### src/rtl/sid_waveform_mixer.sv
// Waveform mixer: ANDs the selected voice components into the 12-bit DAC value and
// emulates the floating DAC input (hold, then bitwise fade) when nothing is selected.
package sid;
    typedef enum logic {
        MOS6581 = 1'b0,
        MOS8580 = 1'b1
    } model_e;

    typedef logic [3:0] phase_t;

    localparam int PHI1      = 0;
    localparam int PHI1_PHI2 = 1;
    localparam int PHI2      = 2;
    localparam int PHI2_PHI1 = 3;

    localparam int SEL_TRI   = 0;
    localparam int SEL_SAW   = 1;
    localparam int SEL_PULSE = 2;
    localparam int SEL_NOISE = 3;

    typedef struct packed {
        logic [3:0]  sel;      // {noise, pulse, saw, tri}
        logic [7:0]  noise;
        logic        pulse;
        logic [11:0] saw_tri;
    } waveform_i_t;
endpackage

// Mixes the generator components once per SID cycle into wav_o / osc3 / noise writeback.
// Latency: one clock, outputs change on the clock edge that samples phase[PHI2] high.
// Backpressure: none; the block consumes wav_i unconditionally on every update event.
module sid_waveform_mixer #(
    parameter int TTL_6581 = 'h01D00,
    parameter int TTL_8580 = 'hA2000,
    parameter int TTL_W    = 20
) (
    input  logic              clk,
    input  logic              res_n,
    input  sid::model_e       model,
    input  sid::phase_t       phase,
    input  sid::waveform_i_t  wav_i,
    output logic [11:0]       wav_o,
    output logic [7:0]        osc3,
    output logic [7:0]        noise_wb,
    output logic              noise_wb_en
);
    logic [11:0]      wav_q, wav_d;
    logic [11:0]      mixed, faded;
    logic [TTL_W-1:0] ttl_q, ttl_d, ttl_load, ttl_dec;
    logic [7:0]       wb_q, wb_d;
    logic             wb_en_q, wb_en_d;
    logic             update;
    logic             unused_phase;

    assign update       = phase[sid::PHI2];
    assign unused_phase = ^phase;
    assign ttl_load     = (model == sid::MOS8580) ? TTL_W'(TTL_8580) : TTL_W'(TTL_6581);
    assign ttl_dec      = ttl_q - 1'b1;
    assign faded        = wav_q & (wav_q >> 1);

    always_comb begin
        mixed = 12'hFFF;
        if (wav_i.sel[sid::SEL_TRI])   mixed = mixed & {wav_i.saw_tri[10:0], 1'b0};
        if (wav_i.sel[sid::SEL_SAW])   mixed = mixed & wav_i.saw_tri;
        if (wav_i.sel[sid::SEL_PULSE]) mixed = mixed & {12{wav_i.pulse}};
        if (wav_i.sel[sid::SEL_NOISE]) mixed = mixed & {wav_i.noise, 4'b0000};
    end

    always_comb begin
        wav_d   = wav_q;
        ttl_d   = ttl_q;
        wb_d    = wb_q;
        wb_en_d = 1'b0;
        if (update) begin
            if (wav_i.sel != 4'b0000) begin
                wav_d = mixed;
                ttl_d = ttl_load;
                // Combined noise drags the LFSR taps down to the mixed result.
                if (wav_i.sel[sid::SEL_NOISE] && (wav_i.sel[2:0] != 3'b000)) begin
                    wb_d    = mixed[11:4];
                    wb_en_d = 1'b1;
                end
            end else if (ttl_q != '0) begin
                ttl_d = ttl_dec;
                if (ttl_dec == '0) begin
                    wav_d = faded;
                    // Once fully faded the timer stays parked at zero.
                    if (faded != 12'h000) ttl_d = ttl_load;
                end
            end
        end
    end

    always_ff @(posedge clk) begin
        if (!res_n) begin
            wav_q   <= 12'h000;
            ttl_q   <= '0;
            wb_q    <= 8'hFF;
            wb_en_q <= 1'b0;
        end else begin
            wav_q   <= wav_d;
            ttl_q   <= ttl_d;
            wb_q    <= wb_d;
            wb_en_q <= wb_en_d;
        end
    end

    assign wav_o       = wav_q;
    assign osc3        = wav_q[11:4];
    assign noise_wb    = wb_q;
    assign noise_wb_en = wb_en_q;
endmodule

### config.mk
export PLATFORM = sky130hd
export DESIGN_NAME = sid_waveform_mixer
export DESIGN_NICKNAME = d
export VERILOG_FILES = /design/src/rtl/sid_waveform_mixer.sv
export SDC_FILE = /design/constraint.sdc
export NUM_CORES = 1
export LEC_CHECK = 0
export CORE_ASPECT_RATIO = 1.2
export CORE_MARGIN = 8
export CORE_UTILIZATION = 45
export CTS_BUF_LIST = sky130_fd_sc_hd__clkbuf_8
export DETAILED_ROUTE_END_ITERATION = 6
export HOLD_SLACK_MARGIN = 0.12
export PLACE_DENSITY = 0.73
export SYNTH_ARGS = -nofsm -noshare
export SYNTH_HDL_FRONTEND = slang
export SYNTH_SLANG_ARGS = --single-unit
### constraint.sdc
create_clock -name clk -period 6.5 [get_ports clk]
set_input_delay 1.3 -clock clk [delete_from_list [all_inputs] [get_ports clk]]
set_output_delay 1.3 -clock clk [all_outputs]
set_load 0.05 [all_outputs]
* After elaboration in Yosys (flattened, before gate mapping)
Cells that the tools add are included.
Word-level totals: register bits after elaboration 41, input port bits 32, output and inout port bits 29, word-level logic and storage cells 34
Cells by class: $add $sub $neg 1, multiplexer cells 13, bitwise logic cells 4, reductions and logical operators 12
Operators by type and width (number):
- 2-to-1 mux 20 bit | 5
- 2-to-1 mux 12 bit | 7
- AND 12 bit | 3
- zero test 20 bit | 1
- nonzero test 20 bit | 1
- subtractor 20 x 1 -> 20 bit (second input constant) | 1
- AND 12 x 11 -> 12 bit | 1
- nonzero test 12 bit | 1
- AND reduction 3 bit | 3
- nonzero test 2 bit | 2
- nonzero test 4 bit | 1
- nonzero test 3 bit | 1
- AND reduction 2 bit | 1
- logical AND 1 bit | 1
- 2-to-1 mux 1 bit | 1

* Longest topological paths before layout
Gate-level depths: netlist of the first run.
word-level depth 8, gate-level depth with buffers 12, depth with buffers taken out 10

* Worst setup path after synthesis of the first run
OpenSTA, ideal clock, no wires.
kind input -> register, start in wav_i[24] in the netlist's numbering, end reg ttl_q[17], library setup time 120 ps, data arrival time 2934 ps, path slack 3446 ps, stages on the path 8, buffers on the path 2, cell sequence or4_1 > clkbuf_1 > o41ai_2 > buf_2 > nor2_1 > o31ai_1 > nor2_1 > o31a_1
Between the ends: longest elaborated chain between the ends 3
RTL lines:
- start, declared | line 41 | input sid::waveform_i_t wav_i,
- nonzero test 4 bit (*) | line 75 | if (wav_i.sel != 4'b0000) begin
- nonzero test 2 bit (no source line)
- AND reduction 2 bit (no source line)
- end signal, assigned | line 102 | ttl_q <= ttl_d;
- end, declared | line 49 | logic [TTL_W-1:0] ttl_q, ttl_d, ttl_load, ttl_dec;
Mark *: on every way between the ends. The rest lies on a longest branch, timed or not. A chain may end at the register's enable or synchronous reset.

* Worst setup path in the final report of the first run
start in wav_i[22] in the netlist's numbering, end reg ttl_q[17]
Same word-level chain as after synthesis.

==> results.cfg, run 1 <==
[cells_and_area]
n_antenna_cell = 0
fill_cells = 532
fin_nets = 407
final_layout_size_suffix_gt1_share_pct = 5.09
final_util_pct = 57.4
syn2layout_area_growth_pct = 23.5
design_area_sq_mm = 0.00323

[outcome]
status = complete, no violations

[synth]
synth_top_cell_by_area = dfxtp_1
ys.flop_type = dfxtp_1
synth_cells = 338
yosysTopAreaCellShare_pct = 31.4
yosysUniqueCellTypes = 57
syn_nets = 373
synth_area_leaders = dfxtp_1, nand2_1, nor2_1
synth_seq_cells = 41
synth_most_common_cell = dfxtp_1
ys_warn_count = 0
synth-seq-area-share_pct = 31.4
avgSynthCellArea_sq_um = 7.74
ys_top_cells_by_count = dfxtp_1, nand2_1, nor2_1, o21ai_0, o211ai_1
async_flop_share_pct = 0
synth-edff-count = 0
syn_area_sq_mm = 0.00262

[worst_hold_path]
holdPathEnd = noise_wb[1]$_SDFFE_PN1P_
hp-start = noise_wb[1]$_SDFFE_PN1P_
hold_path.class = reg2reg
hold_depth = 2

[pwr]
total_power_w = 0.000663
pwr_density_cell_mw_per_mm2 = 205
vdd_drop_max_uv = 102
p_leak_nw = 1.20

[detailed_routing]
detail_route.drc_violations = 0
totalWireLength_mm = 7.32
wl_per_cell_um = 16.7
vias_per_cell = 6.08
drt-initial-drc-count = 172
vias = 2656
firstDrtPassIters = 4
final_antenna_net_count = 0

[floorplanning]
fp-row-count = 30
die_x_um = 85.6
die_h_um = 99.5
coreArea_sq_mm = 0.00563
io_pins = 61
dieArea_sq_mm = 0.00852
start_util_pct = 46.4

[critical_path]
critPathCaptureType = flop
critPathMaxStageDelay_ns = 0.88
reg2reg_slack_ns = 2.60
reg2reg_from = ttl_q[0]$_SDFFE_PN0P_
r2r-end = ttl_q[17]$_SDFFE_PN0P_
worstPathArrival_ns = 4.10
slowest_stage = or4_1
cp_num_buf_inv = 1
critPathKind = in2reg
worstRegToRegCells = 10
cp_top_family = simple AND/OR/NAND/NOR gates
cp.required_ns = 6.70
cp_max_fo = 15
critPathMostFrequentCell = nor2_1
crit_chain = clkdlybuf4s50_1 -> or4_1 -> o41ai_2 -> nor2_1 -> o31ai_1 -> nor2_1 -> o31a_1
critical_path.startpoint_type = input pin

[sta]
hold_violations = 0
min_period_over_period_pct = 60.1
drv_slew = 0
fin_setup_tns_ns = 0
period_needed_ns = 3.90
setup_violations = 0
fin_hold_ws_ns = 0.486
tightest_slew_ns = 1.13
worst_clock_skew_ns = 0.00737
max_freq_ghz = 0.256
rsz0062_at_grt = false
slew_headroom_pct = 24.2

[clock_tree]
cts_tree = yes
post-cts-setup-buffers = 0
cts_max_level = 2
worstSkewPairLatency_ns = 0.30
postCtsHoldBufs = 0
cts_resized = 0
cts_buffers = 5
cts.sinks = 41
path_clk_slew_ns = 0.09
root_buffer = clkbuf_8
clk_path_buf_depth = 2

[run]
drv_cap = 0

[global_routing]
overflow = 0
grt_use_total_pct = 17.0
grt_max_degree = 45
grt_pass1_vias = 2519
grt_pass1_wl_mm = 12.0
antenna_found_initial = 0

[placed_design]
io_buffers = 57
routabilityCongestion = 0.842
postPlaceCellArea_sq_mm = 0.00312
place_hpwl_mm = 5.29
worst min-delay path, cell delays in order (launching register included):
cell and delay, ns:
dfxtp_1 0.32, nand2_1 0.05, o211ai_1 0.07
power by group:
| group | internal [W] | switching (W) |
|---|---|---|
| Clock | 0.000115 | 0.0000989 |
| Combinational | 0.0000654 | 0.000107 |
| Sequential | 0.000263 | 0.0000136 |
layout make-up:
class	count	area (sq um)	share of cell area (%)
clock buffers	5	68.8	2.13
inverters	16	60.1	1.86
flip-flops and latches	41	821	25.4
repair buffers	60	593	18.4
well taps	64	80.1	2.48
multi-input cells	248	1560	48.3
clock inverters	3	46.3	1.43
sequential cells by signal, summed over array words and instances, names as in the netlist:
| register | cells |
|---|---|
| wav_o | 12 |
| noise_wb | 8 |
| ttl_q | 20 |
| noise_wb_en | 1 |
placed cells by master, fill, tap and decap left out, drive strengths merged, types with 4 or more instances in the layout:
cell	n
xnor2	4
a22oi	4
nor2b	5
a221oi	5
clkbuf	5
nor4	12
nand3	10
o21ai	24
dfxtp	41
o211ai	16
o221ai	5
nand3b	4
nor3	13
and3	7
or3	10
a21oi	13
inv	15
nand2	32
clkdlybuf4s50	57
nor2	32
cells by family (layout without fill, tap and decap cells):
| family | Yosys count | in the layout | share of synthesized area, % |
|---|---|---|---|
| xor gates and xnor gates | 7 | 7 | 2.34 |
| adders and majority gates | 3 | 3 | 1.44 |
| AOI/OAI and AO/OA | 98 | 98 | 27.4 |
| DFF | 41 | 41 | 31.4 |
| and+or+nand+nor | 139 | 139 | 27.8 |
| muxes | 1 | 1 | 0.431 |
| buffers and inverters | 49 | 84 | 9.19 |
per-stage QoR:
| stage | instances | setup slack (ns) |
|---|---|---|
| after detailed placement | 429 | 2.28 |
| after floorplan | 338 | 3.45 |
| after global routing | 437 | 2.33 |
| after global placement | 429 | 2.32 |
| after CTS | 437 | 2.60 |
| final | 437 | 2.60 |
how the worst max path moves through the flow:
stage / endpoint / startpoint / slack (ns) / cells past startpoint
2_1_floorplan: ttl_q[17]$_SDFFE_PN0P_ / wav_i[24] / 3.45 / 8
3_3_place_gp: ttl_q[17]$_SDFFE_PN0P_ / wav_i[22] / 2.32 / 5
3_5_place_dp: ttl_q[17]$_SDFFE_PN0P_ / wav_i[22] / 2.28 / 5
4_1_cts: ttl_q[17]$_SDFFE_PN0P_ / wav_i[22] / 2.60 / 5
5_1_grt: ttl_q[17]$_SDFFE_PN0P_ / ttl_q[0]$_SDFFE_PN0P_ / 2.33 / 10
6_report: ttl_q[17]$_SDFFE_PN0P_ / wav_i[22] / 2.60 / 7
routing by layer:
layer  GRT usage (%)  wire, um
met1            18.5      3140
met2            29.9      3650
met3            5.03       448
met4            6.62        89
met5               0         0
Power figures use the tool's default switching activity.
==> run 2, diff against run 1 <==
==> constraint.sdc (replaced) <==
create_clock -name clk -period 4 [get_ports clk]
set_input_delay 0.8 -clock clk [delete_from_list [all_inputs] [get_ports clk]]
set_output_delay 0.8 -clock clk [all_outputs]
set_load 0.05 [all_outputs]
==> run 2 against run 1 <==
Clock skew grew 0.00081 ns. Core utilization grew 0.93 points. Power grew 63%. Critical path type is now reg2reg. Critical endpoint is now ttl_q[11]$_SDFFE_PN0P_. Largest power group unchanged.
==> results.cfg, run 2 (synthesis gave the netlist of run 1 again) <==
[outcome]
status = complete, no violations

[critical_path]
endpoint = ttl_q[11]$_SDFFE_PN0P_
cp.required_ns = 4.20
cp-startpoint = ttl_q[0]$_SDFFE_PN0P_
critPathKind = reg2reg
r2r-end = ttl_q[11]$_SDFFE_PN0P_
critPathCaptureType = flop
reg2reg_from = ttl_q[0]$_SDFFE_PN0P_
critical_path.startpoint_type = flop
worstPathArrival_ns = 3.75
reg2reg_slack_ns = 0.45
worstRegToRegCells = 11
cp_max_fo = 11

[sta]
hold_violations = 0
fin_setup_tns_ns = 0
worst_clock_skew_ns = 0.00818
drv_slew = 0
rsz0062_at_grt = false
slew_headroom_pct = 31.2
min_period_over_period_pct = 88.7
tightest_slew_ns = 1.03
setup_violations = 0
period_needed_ns = 3.55
fin_hold_ws_ns = 0.491
max_freq_ghz = 0.282

[cells_and_area]
n_antenna_cell = 0
largest_register_ffs = 20
layout_common_cells = clkdlybuf4s50_1, dfxtp_1, nand2_1, nor2_1, o21ai_0
fill_cells = 530
design_area_sq_mm = 0.00328
final_layout_size_suffix_gt1_share_pct = 6.84
syn2layout_area_growth_pct = 25.6
fin_nets = 414
final_common_cell = clkdlybuf4s50_1
top_register = ttl_q

[clock_tree]
cts_resized = 0
postCtsHoldBufs = 0
path_clk_slew_ns = 0.09
root_buffer = clkbuf_8
cts.sinks = 41
clk_path_buf_depth = 2
cts_max_level = 2
cts_buffers = 5
worstSkewPairLatency_ns = 0.30
post-cts-setup-buffers = 0
cts_tree = yes

[placed_design]
postPlaceCellArea_sq_mm = 0.00317
io_buffers = 57
routabilityCongestion = 0.851
place_hpwl_mm = 5.56

[global_routing]
grt_max_degree = 44
grt_use_total_pct = 17.1
grt_pass1_vias = 2572
antenna_found_initial = 0
overflow = 0
grt_pass1_wl_mm = 12.1

[detailed_routing]
vias = 2679
firstDrtPassIters = 4
final_antenna_net_count = 0
wl_per_cell_um = 16.7
vias_per_cell = 6.03
detail_route.drc_violations = 0
totalWireLength_mm = 7.40
drt-initial-drc-count = 210

[pwr]
total_power_w = 0.00108
pwr-share-clk_pct = 32.2
seq_power_share_pct = 41.6
p_leak_nw = 1.24
switchingPower_w = 0.000357
p_comb_share_pct = 26.3
internal-power_w = 0.000724
pwr_density_cell_mw_per_mm2 = 329
vdd_drop_max_uv = 178
p_sw_share_pct = 33.0

[floorplanning]
io_pins = 61
dieArea_sq_mm = 0.00852
coreArea_sq_mm = 0.00563
start_util_pct = 46.4
die_h_um = 99.5
fp-row-count = 30
die_x_um = 85.6

[worst_hold_path]
hold_path.class = reg2reg

[run]
drv_cap = 0
## run 2: cell count changes in the layout (fill, tap and decap cells not counted)
cell and change:
buf_4 +7
## run 2: through the flow
stage / setup slack [ns] / util, % / instances
after floorplan: 0.965 / - / 338
after global placement: 0.527 / 56.3 / 436
after detailed placement: 0.490 / 56.3 / 436
after CTS: 0.466 / 58.3 / 444
after global routing: 0.190 / 58.3 / 444
final: 0.453 / 58.3 / 444
## run 2: worst min-delay path by stage
stage	startpoint	end	cells past startpoint
floorplan	ttl_q[16]$_SDFFE_PN0P_	ttl_q[16]$_SDFFE_PN0P_	2
global placement	noise_wb[1]$_SDFFE_PN1P_	noise_wb[1]$_SDFFE_PN1P_	2
detailed placement	noise_wb[3]$_SDFFE_PN1P_	noise_wb[3]$_SDFFE_PN1P_	2
CTS	noise_wb[3]$_SDFFE_PN1P_	noise_wb[3]$_SDFFE_PN1P_	2
global route	noise_wb[3]$_SDFFE_PN1P_	noise_wb[3]$_SDFFE_PN1P_	2
finish	noise_wb[3]$_SDFFE_PN1P_	noise_wb[3]$_SDFFE_PN1P_	2
## run 2: layer usage
layer / track usage [%] / routed length [um] / vias to the layer above / part of all wire (%)
met5: 0 / 0 / - / 0
met4: 7.16 / 133 / 0 / 1.8
met3: 4.29 / 444 / 14 / 6.0
met2: 30.4 / 3810 / 99 / 51
met1: 18.6 / 3020 / 1246 / 41
li1: - / - / 1320 / -
## run 2: critical path, cell delays in order (launching register included)
cell     delay, ns
dfxtp_1       0.36
inv_1         0.12
ha_1          0.35
nor3b_2       0.44
nand2_1       0.29
or3_1         0.39
xor2_1        0.19
nand4_1       0.26
o31ai_4       0.46
buf_4         0.25
o21ai_0       0.08
a32o_1        0.26
## run 2: power by group through the flow
stage	clock network [W]	logic (W)	registers [W]
global placement	0	0.000280	0.000458
floorplan	0	0.000154	0.000494
global route	0.000370	0.000305	0.000452
finish	0.000348	0.000284	0.000449
detailed placement	0	0.000284	0.000459
CTS	0.000352	0.000285	0.000449
## run 2: area by class of cell
type / count / area, sq um / area share (%)
inverter: 16 / 60.1 / 1.83
multi-input combinational: 248 / 1560 / 47.6
sequential: 41 / 821 / 25.0
tap: 64 / 80.1 / 2.44
clock buffer: 5 / 68.8 / 2.10
clock inverter: 3 / 46.3 / 1.41
timing repair buffer: 67 / 646 / 19.7
==> run 3, diff against run 2 <==
--- a/config.mk
+++ b/config.mk
@@ -10,8 +10,8 @@
 export CORE_UTILIZATION = 45
 export CTS_BUF_LIST = sky130_fd_sc_hd__clkbuf_8
 export DETAILED_ROUTE_END_ITERATION = 6
-export HOLD_SLACK_MARGIN = 0.12
 export PLACE_DENSITY = 0.73
 export SYNTH_ARGS = -nofsm -noshare
 export SYNTH_HDL_FRONTEND = slang
 export SYNTH_SLANG_ARGS = --single-unit
+export TNS_END_PERCENT = 50
==> results of run 3 <==
Same layout as run 2: the final DEF is identical, and so are final timing and power.
